==> config.mk <==
export PLATFORM = sky130hd
export DESIGN_NAME = broadcast_stream
export DESIGN_NICKNAME = d
export VERILOG_FILES = /design/src/rtl/broadcast_stream.sv
export SDC_FILE = /design/constraint.sdc
export NUM_CORES = 1
export LEC_CHECK = 0
export ABC_AREA = 1
export CORE_UTILIZATION = 38
export DETAILED_ROUTE_END_ITERATION = 10
export PLACE_DENSITY = 0.83
export SLEW_MARGIN = 20
export SYNTH_ARGS = -nofsm -noshare
export SYNTH_HDL_FRONTEND = slang
export SYNTH_SLANG_ARGS = --single-unit
export TNS_END_PERCENT = 1
==> constraint.sdc <==
create_clock -name clk -period 1.01 [get_ports clk]
set_input_delay 0.101 -clock clk [delete_from_list [all_inputs] [get_ports clk]]
set_output_delay 0.101 -clock clk [all_outputs]
set_load 0.02 [all_outputs]
==> src/rtl/broadcast_stream.sv <==
// broadcast_stream: takes one reduced list per handshake (for example row sums
// or row maxima), replicates each element 2^STEPS times back to the full
// embedding length, and streams the result downstream in CHUNK_LEN-element beats.
//
// Optional feature macro: BROADCAST_SAT_EN
//   This macro only matters when W_OUT < W_IN.
//   Defined:   each element is clamped to the W_OUT signed range, and sat_out
//              flags every beat in which at least one lane was clamped.
//   Undefined: the low W_OUT bits are kept (two's-complement wrap), and
//              sat_out is tied to 0.
//
// State | meaning
// IDLE  | no vector held; ready for list_in
// SEND  | presenting beat beat_q of the held vector

`ifndef MAX_EMBEDDING_DIM
`define MAX_EMBEDDING_DIM 8
`endif
`ifndef INTEGER_WIDTH
`define INTEGER_WIDTH 4
`endif

module broadcast_stream #(
  parameter int STEPS      = 1,
  parameter int INPUT_LEN  = `MAX_EMBEDDING_DIM >> STEPS,
  parameter int OUTPUT_LEN = INPUT_LEN << STEPS,
  parameter int CHUNK_LEN  = OUTPUT_LEN >> 1,
  parameter int W_IN       = 2 * `INTEGER_WIDTH + STEPS,
  parameter int W_OUT      = 2 * `INTEGER_WIDTH,
  localparam int BEATS     = OUTPUT_LEN / CHUNK_LEN,
  localparam int BW        = (BEATS > 1) ? $clog2(BEATS) : 1
) (
  input  logic                            clk,
  input  logic                            rst,
  input  logic                            vld_in,
  output logic                            rdy_out,
  input  logic [INPUT_LEN-1:0][W_IN-1:0]  list_in,
  output logic                            vld_out,
  input  logic                            rdy_in,
  output logic [CHUNK_LEN-1:0][W_OUT-1:0] list_out,
  output logic [BW-1:0]                   beat_idx,
  output logic                            last_out,
  output logic                            sat_out
);

  localparam int IW = (INPUT_LEN > 1) ? $clog2(INPUT_LEN) : 1;
  localparam logic [BW-1:0] LAST_BEAT = BW'(BEATS - 1);
  localparam logic SINGLE_BEAT = (BEATS == 1);

  // Clamp bounds of the output element range, kept as int so that the
  // comparison does not depend on how W_IN relates to W_OUT.
  localparam int SAT_HI = (1 << (W_OUT - 1)) - 1;
  localparam int SAT_LO = -(1 << (W_OUT - 1));
`ifdef BROADCAST_SAT_EN
  localparam bit SAT_ACTIVE = (W_OUT < W_IN);
`else
  localparam bit SAT_ACTIVE = 1'b0;
`endif

  typedef enum logic {IDLE, SEND} state_t;

  state_t                         state_q;
  logic [INPUT_LEN-1:0][W_IN-1:0] vec_q;
  logic [BW-1:0]                  beat_q;
  logic [BW-1:0]                  beat_d;
  logic                           vld_q;
  logic                           last_q;
  logic                           beat_at_last;

  logic [IW-1:0]                  idx;
  logic signed [W_IN-1:0]         elem;

  assign beat_at_last = (beat_q == LAST_BEAT);
  assign beat_d       = beat_q + BW'(1);

  // Ready in IDLE, or when the final beat is leaving so that the next vector
  // follows with no bubble. This is a combinational path from rdy_in.
  always_comb begin
    rdy_out = (state_q == IDLE) || ((state_q == SEND) && rdy_in && beat_at_last);
  end

  // Control FSM: it holds the vector and the beat position and drives the
  // registered outputs.
  always_ff @(posedge clk or posedge rst) begin
    if (rst) begin
      state_q <= IDLE;
      vec_q   <= '0;
      beat_q  <= '0;
      vld_q   <= 1'b0;
      last_q  <= 1'b0;
    end else begin
      case (state_q)
        IDLE: begin
          if (vld_in) begin
            vec_q   <= list_in;
            beat_q  <= '0;
            vld_q   <= 1'b1;
            last_q  <= SINGLE_BEAT;
            state_q <= SEND;
          end
        end
        SEND: begin
          if (rdy_in) begin
            if (!beat_at_last) begin
              beat_q <= beat_d;
              last_q <= (beat_d == LAST_BEAT);
            end else if (vld_in) begin
              vec_q  <= list_in;
              beat_q <= '0;
              last_q <= SINGLE_BEAT;
            end else begin
              vld_q   <= 1'b0;
              last_q  <= 1'b0;
              state_q <= IDLE;
            end
          end
        end
        default: state_q <= IDLE;
      endcase
    end
  end

  // Beat datapath: lane j of beat b carries expanded element b*CHUNK_LEN+j,
  // which is source element (b*CHUNK_LEN+j) >> STEPS, converted to W_OUT bits.
  always_comb begin
    list_out = '0;
    sat_out  = 1'b0;
    idx      = '0;
    elem     = '0;
    for (int j = 0; j < CHUNK_LEN; j++) begin
      idx  = IW'((int'(beat_q) * CHUNK_LEN + j) >> STEPS);
      elem = vec_q[idx];
      if (SAT_ACTIVE && (int'(elem) > SAT_HI)) begin
        list_out[j] = W_OUT'(SAT_HI);
        sat_out     = 1'b1;
      end else if (SAT_ACTIVE && (int'(elem) < SAT_LO)) begin
        list_out[j] = W_OUT'(SAT_LO);
        sat_out     = 1'b1;
      end else begin
        // The size cast sign-extends when widening and wraps when narrowing.
        list_out[j] = W_OUT'(elem);
      end
    end
  end

  assign vld_out  = vld_q;
  assign beat_idx = beat_q;
  assign last_out = last_q;

endmodule
======== Word-level counts from Yosys, hierarchy flattened ========
Cells that the tools add are included.
storage, ports and cells
  logic and storage cells ................. 56
  input bits .............................. 40
  bits in registers ....................... 40
operators by class
  $lt $le $gt $ge ......................... 4
  mux-type cells .......................... 29
  reduce and logical (&&, ||, !) cells .... 6
  equality and inequality tests ........... 4
  add/sub/neg operators ................... 4
  bitwise logic cells ..................... 1
operator list
  kind                   count
  $mux W36               3
  $pmux W36 S2           1
  $bmux W9 S2            3
  $mux W8                5
  $mux W1                13
  $lt A2 B3 Y1 const B   4
  $pmux W1 S2            4
  $add A3 B2 Y3 const B  2
  $ne A2 B2 Y1 const B   3
  $reduce_and A2 Y1      2
  $reduce_and A4 Y1      1
  $add A3 B1 Y3 const B  1
  $logic_and A1 B1 Y1    2
  $ne A2 B1 Y1 const B   1
  $add A1 B1 Y1 const B  1
  $logic_or A1 B1 Y1     1
  $not A1 Y1             1

======== Depth between registers and ports, before layout ========
  depth in word-level cells ............... 4
  depth in mapped cells ................... 6

======== Worst setup path before layout ========
No wires, ideal clock.
  path type ............................... reg2out
  start ................................... register beat_q, in the netlist beat_idx
  end ..................................... output port list_out[24] (netlist bit)
  cell stages (with the launch flop) ...... 6
  path buffers ............................ 3
  arrival time ............................ 1.249 ns
  slack ................................... -0.340 ns
  cells stage by stage .................... dfrtp_1 > buf_2 > buf_4 > nand2_1 > nand2_1 > buf_4
RTL lines
  item                      RTL line  text
  start: declaration        64        logic [BW-1:0] beat_q;
  start signal: assignment  105       beat_q <= beat_d;
  end: declaration          40        output logic [CHUNK_LEN-1:0][W_OUT-1:0] list_out,

==> impl_results.md <==
- Status: finished with violations
- DP Wirelength: 3.21 mm
- Final WL: 4.95 mm
- CP Data Arrival Time: 1.26 ns
- Post-Layout Cell Count: 351
- Crit-path max cell delay: 0.43 ns
- Inst Count DP: 336
- Clock latency on the worst-skew pair: 0.29 ns
- # port buffers: 71
- CTS Sinks: 36
- Die Wd: 70.7 um
- CTS Buf Count: 5
- Synth warnings: 0
- Initial Util: 0.404
- Via count: 1,757
- Reg clk slew, reported paths: 0.07 ns
- Peak supply drop: 1.24 mV
- Crit Path Category: flip-flop to output pin
- Mapped Nets: 269
- Total GRT Usage: 0.207
- Ports: 77
- Congestion Overflow GR: 0
- Fill count: 339
- Worst Slack Setup Final: -0.352 ns
- Fin crit period: 1.36 ns
- Max-slew violation count: 0
- Synth-to-Final Area Change: 72.3%
- Post-route ant nets: 0
- Largest net degree at the start of global routing: 25
- WP data required: 0.91 ns
- Startpoint Class: flip-flop
- Total chip power: 0.00794 W
- Most frequent cells in the layout: nand2_1 (73), clkdlybuf4s50_1 (35), dfrtp_1 (35), buf_6 (35), nand2_4 (32)
- Vias in the first global route: 1,721
- Core Rows: 24
- Fin. Hold Viols: 0
- CTS tree: done
- Synth Instances: 229
- Total of max-cap violations: 0
- Reg2reg end: vec_q[25]$_DFFE_PP0P_
- Final Util: 0.696
- Synth Register Bits: 36
- CTS Root Cell: clkbuf_8
- Failing checks: design-rule violations, negative setup slack
- R2R cell count: 7
- First-pass GRT wire length: 7.99 mm
- RSZ-0062 raised after global routing: yes
- Initial antenna violation count: 0
- Vias/cell: 5.01
- CTS max path bufs: 2
- Layout cells sized above 1: 0.411
- Netlist cell types: 12
- Layout Nets: 338
- RR Startpoint: beat_idx$_DFFE_PP0P_
- Starting DRT DRC Count: 104
- Final Skew: 0.00513 ns
- Cell area after layout: 3090 um2
- Slowest stage cell, crit path: dfrtp_2
- Drt pass-1 iters: 7
- Area of the multi-input gates: 1010 um2
- Core area: 4440 um2
- Setup-failing EPs final: 69
- Post-Syn Area: 1790 um2
- Fmax: 734 MHz
- Endpoint type of the worst setup path: output pin
- ANT cells: 0
- Crit-path max FO: 5
- Seq/Total Area, Yosys: 0.502
- Register Area: 902 um2
- Min-delay worst type: input port to asynchronous set/reset pin
- Routability cong.: 0.682
- Chip height: 70.7 um
- Leak pwr: 1.57 nW
- Final worst-path cycle share: 1.35
- Commonest non-fill, non-tap cell in the layout: nand2_1
- Mean Syn Cell Area: 7.84 um2
- Htree depth: 2
- R2R setup slack: -0.29 ns
- Wire per inst: 14.1 um
- Die area: 5000 um2
- Dpl cell area: 2640 um2
- Cell Pwr Density: 2570 nW/um2
- Crit-path cells: buf_12 -> buf_12 -> nand2_4 -> nand2_4 -> buf_6
- Remaining DRCs: 8
registers in the layout (all words and copies together) (netlist names):
register / flops
beat_idx: 1
last_out: 1
state_q: 1
vec_q: 32
vld_out: 1
layer usage:
layer,up-vias,wire (um),global-route usage
met2,56,2630,0.358
met4,0,86,0.0889
li1,838,-,-
met3,8,259,0.0427
met5,-,0,0
met1,855,1970,0.251
power breakdown:
group          switching (W)  internal (W)  leakage, nW
Sequential          0.000385       0.00188        0.440
Clock               0.000512      0.000544       0.0510
Combinational        0.00243       0.00219         1.08
Total                0.00332       0.00461         1.57
critical path: cells and delay by family, from the launching register on:
kind,cells,cell delay (ns)
buf+inv,3,0.42
flops,1,0.43
simple gates,2,0.11
stage by stage:
| step | TNS [ns] | setup slack [ns] | hold slack (ns) |
|---|---|---|---|
| 5_1_grt | -22.73 | -0.391 | 0.185 |
| 3_5_place_dp | -35.66 | -0.575 | 0.458 |
| 2_1_floorplan | -3.28 | -0.116 | 0.246 |
| 6_report | -19.23 | -0.352 | 0.148 |
| 4_1_cts | -20.60 | -0.354 | 0.157 |
| 3_3_place_gp | -34.41 | -0.539 | 0.453 |
cells in the mapped netlist, drive strengths merged:
| cell | count | area, um2 |
|---|---|---|
| nand2 | 119 | 462 |
| a21oi | 1 | 5.00 |
| inv | 4 | 15.0 |
| conb | 1 | 3.75 |
| nor2 | 3 | 11.3 |
| o21ai | 2 | 10.0 |
| buf | 30 | 221 |
| nand3 | 33 | 165 |
| dfrtp | 36 | 901 |
worst max path at each step:
stage                                    start            to  slack (ns)  depth (start not counted)
after floorplan           beat_idx$_DFFE_PP0P_  list_out[13]       -0.12                          5
after global placement    beat_idx$_DFFE_PP0P_  list_out[29]       -0.54                          4
after detailed placement  beat_idx$_DFFE_PP0P_  list_out[14]       -0.58                          4
after CTS                 beat_idx$_DFFE_PP0P_  list_out[17]       -0.35                          5
after global routing      beat_idx$_DFFE_PP0P_   list_out[4]       -0.39                          5
final                     beat_idx$_DFFE_PP0P_   list_out[4]       -0.35                          5
final cells by class:
class                           instances  area share
Timing Repair Buffer                   90       0.317
Timing Repair inverter                  1     0.00526
Sequential cell                        36       0.292
Clock buffer                            6      0.0267
Clock inverter                          2     0.00324
Tap cell                               52      0.0210
Inverter                                4     0.00728
Multi-Input combinational cell        160       0.328
cells by family after synthesis:
kind of cell           after synthesis  synth area share
other                                1           0.00209
and+or+nand+nor                    155             0.356
AOI/OAI and AO/OA                    3           0.00837
buffers and inverters               34             0.132
DFF                                 36             0.502
repair_timing:
action,in CTS,in global routing
setup buffers,4,0
hold buffers,0,0
resized for setup,236,43
endpoints found under the setup margin,70,70
cloned,3,0
pin swaps,11,14
Power figures use the tool's default switching activity.
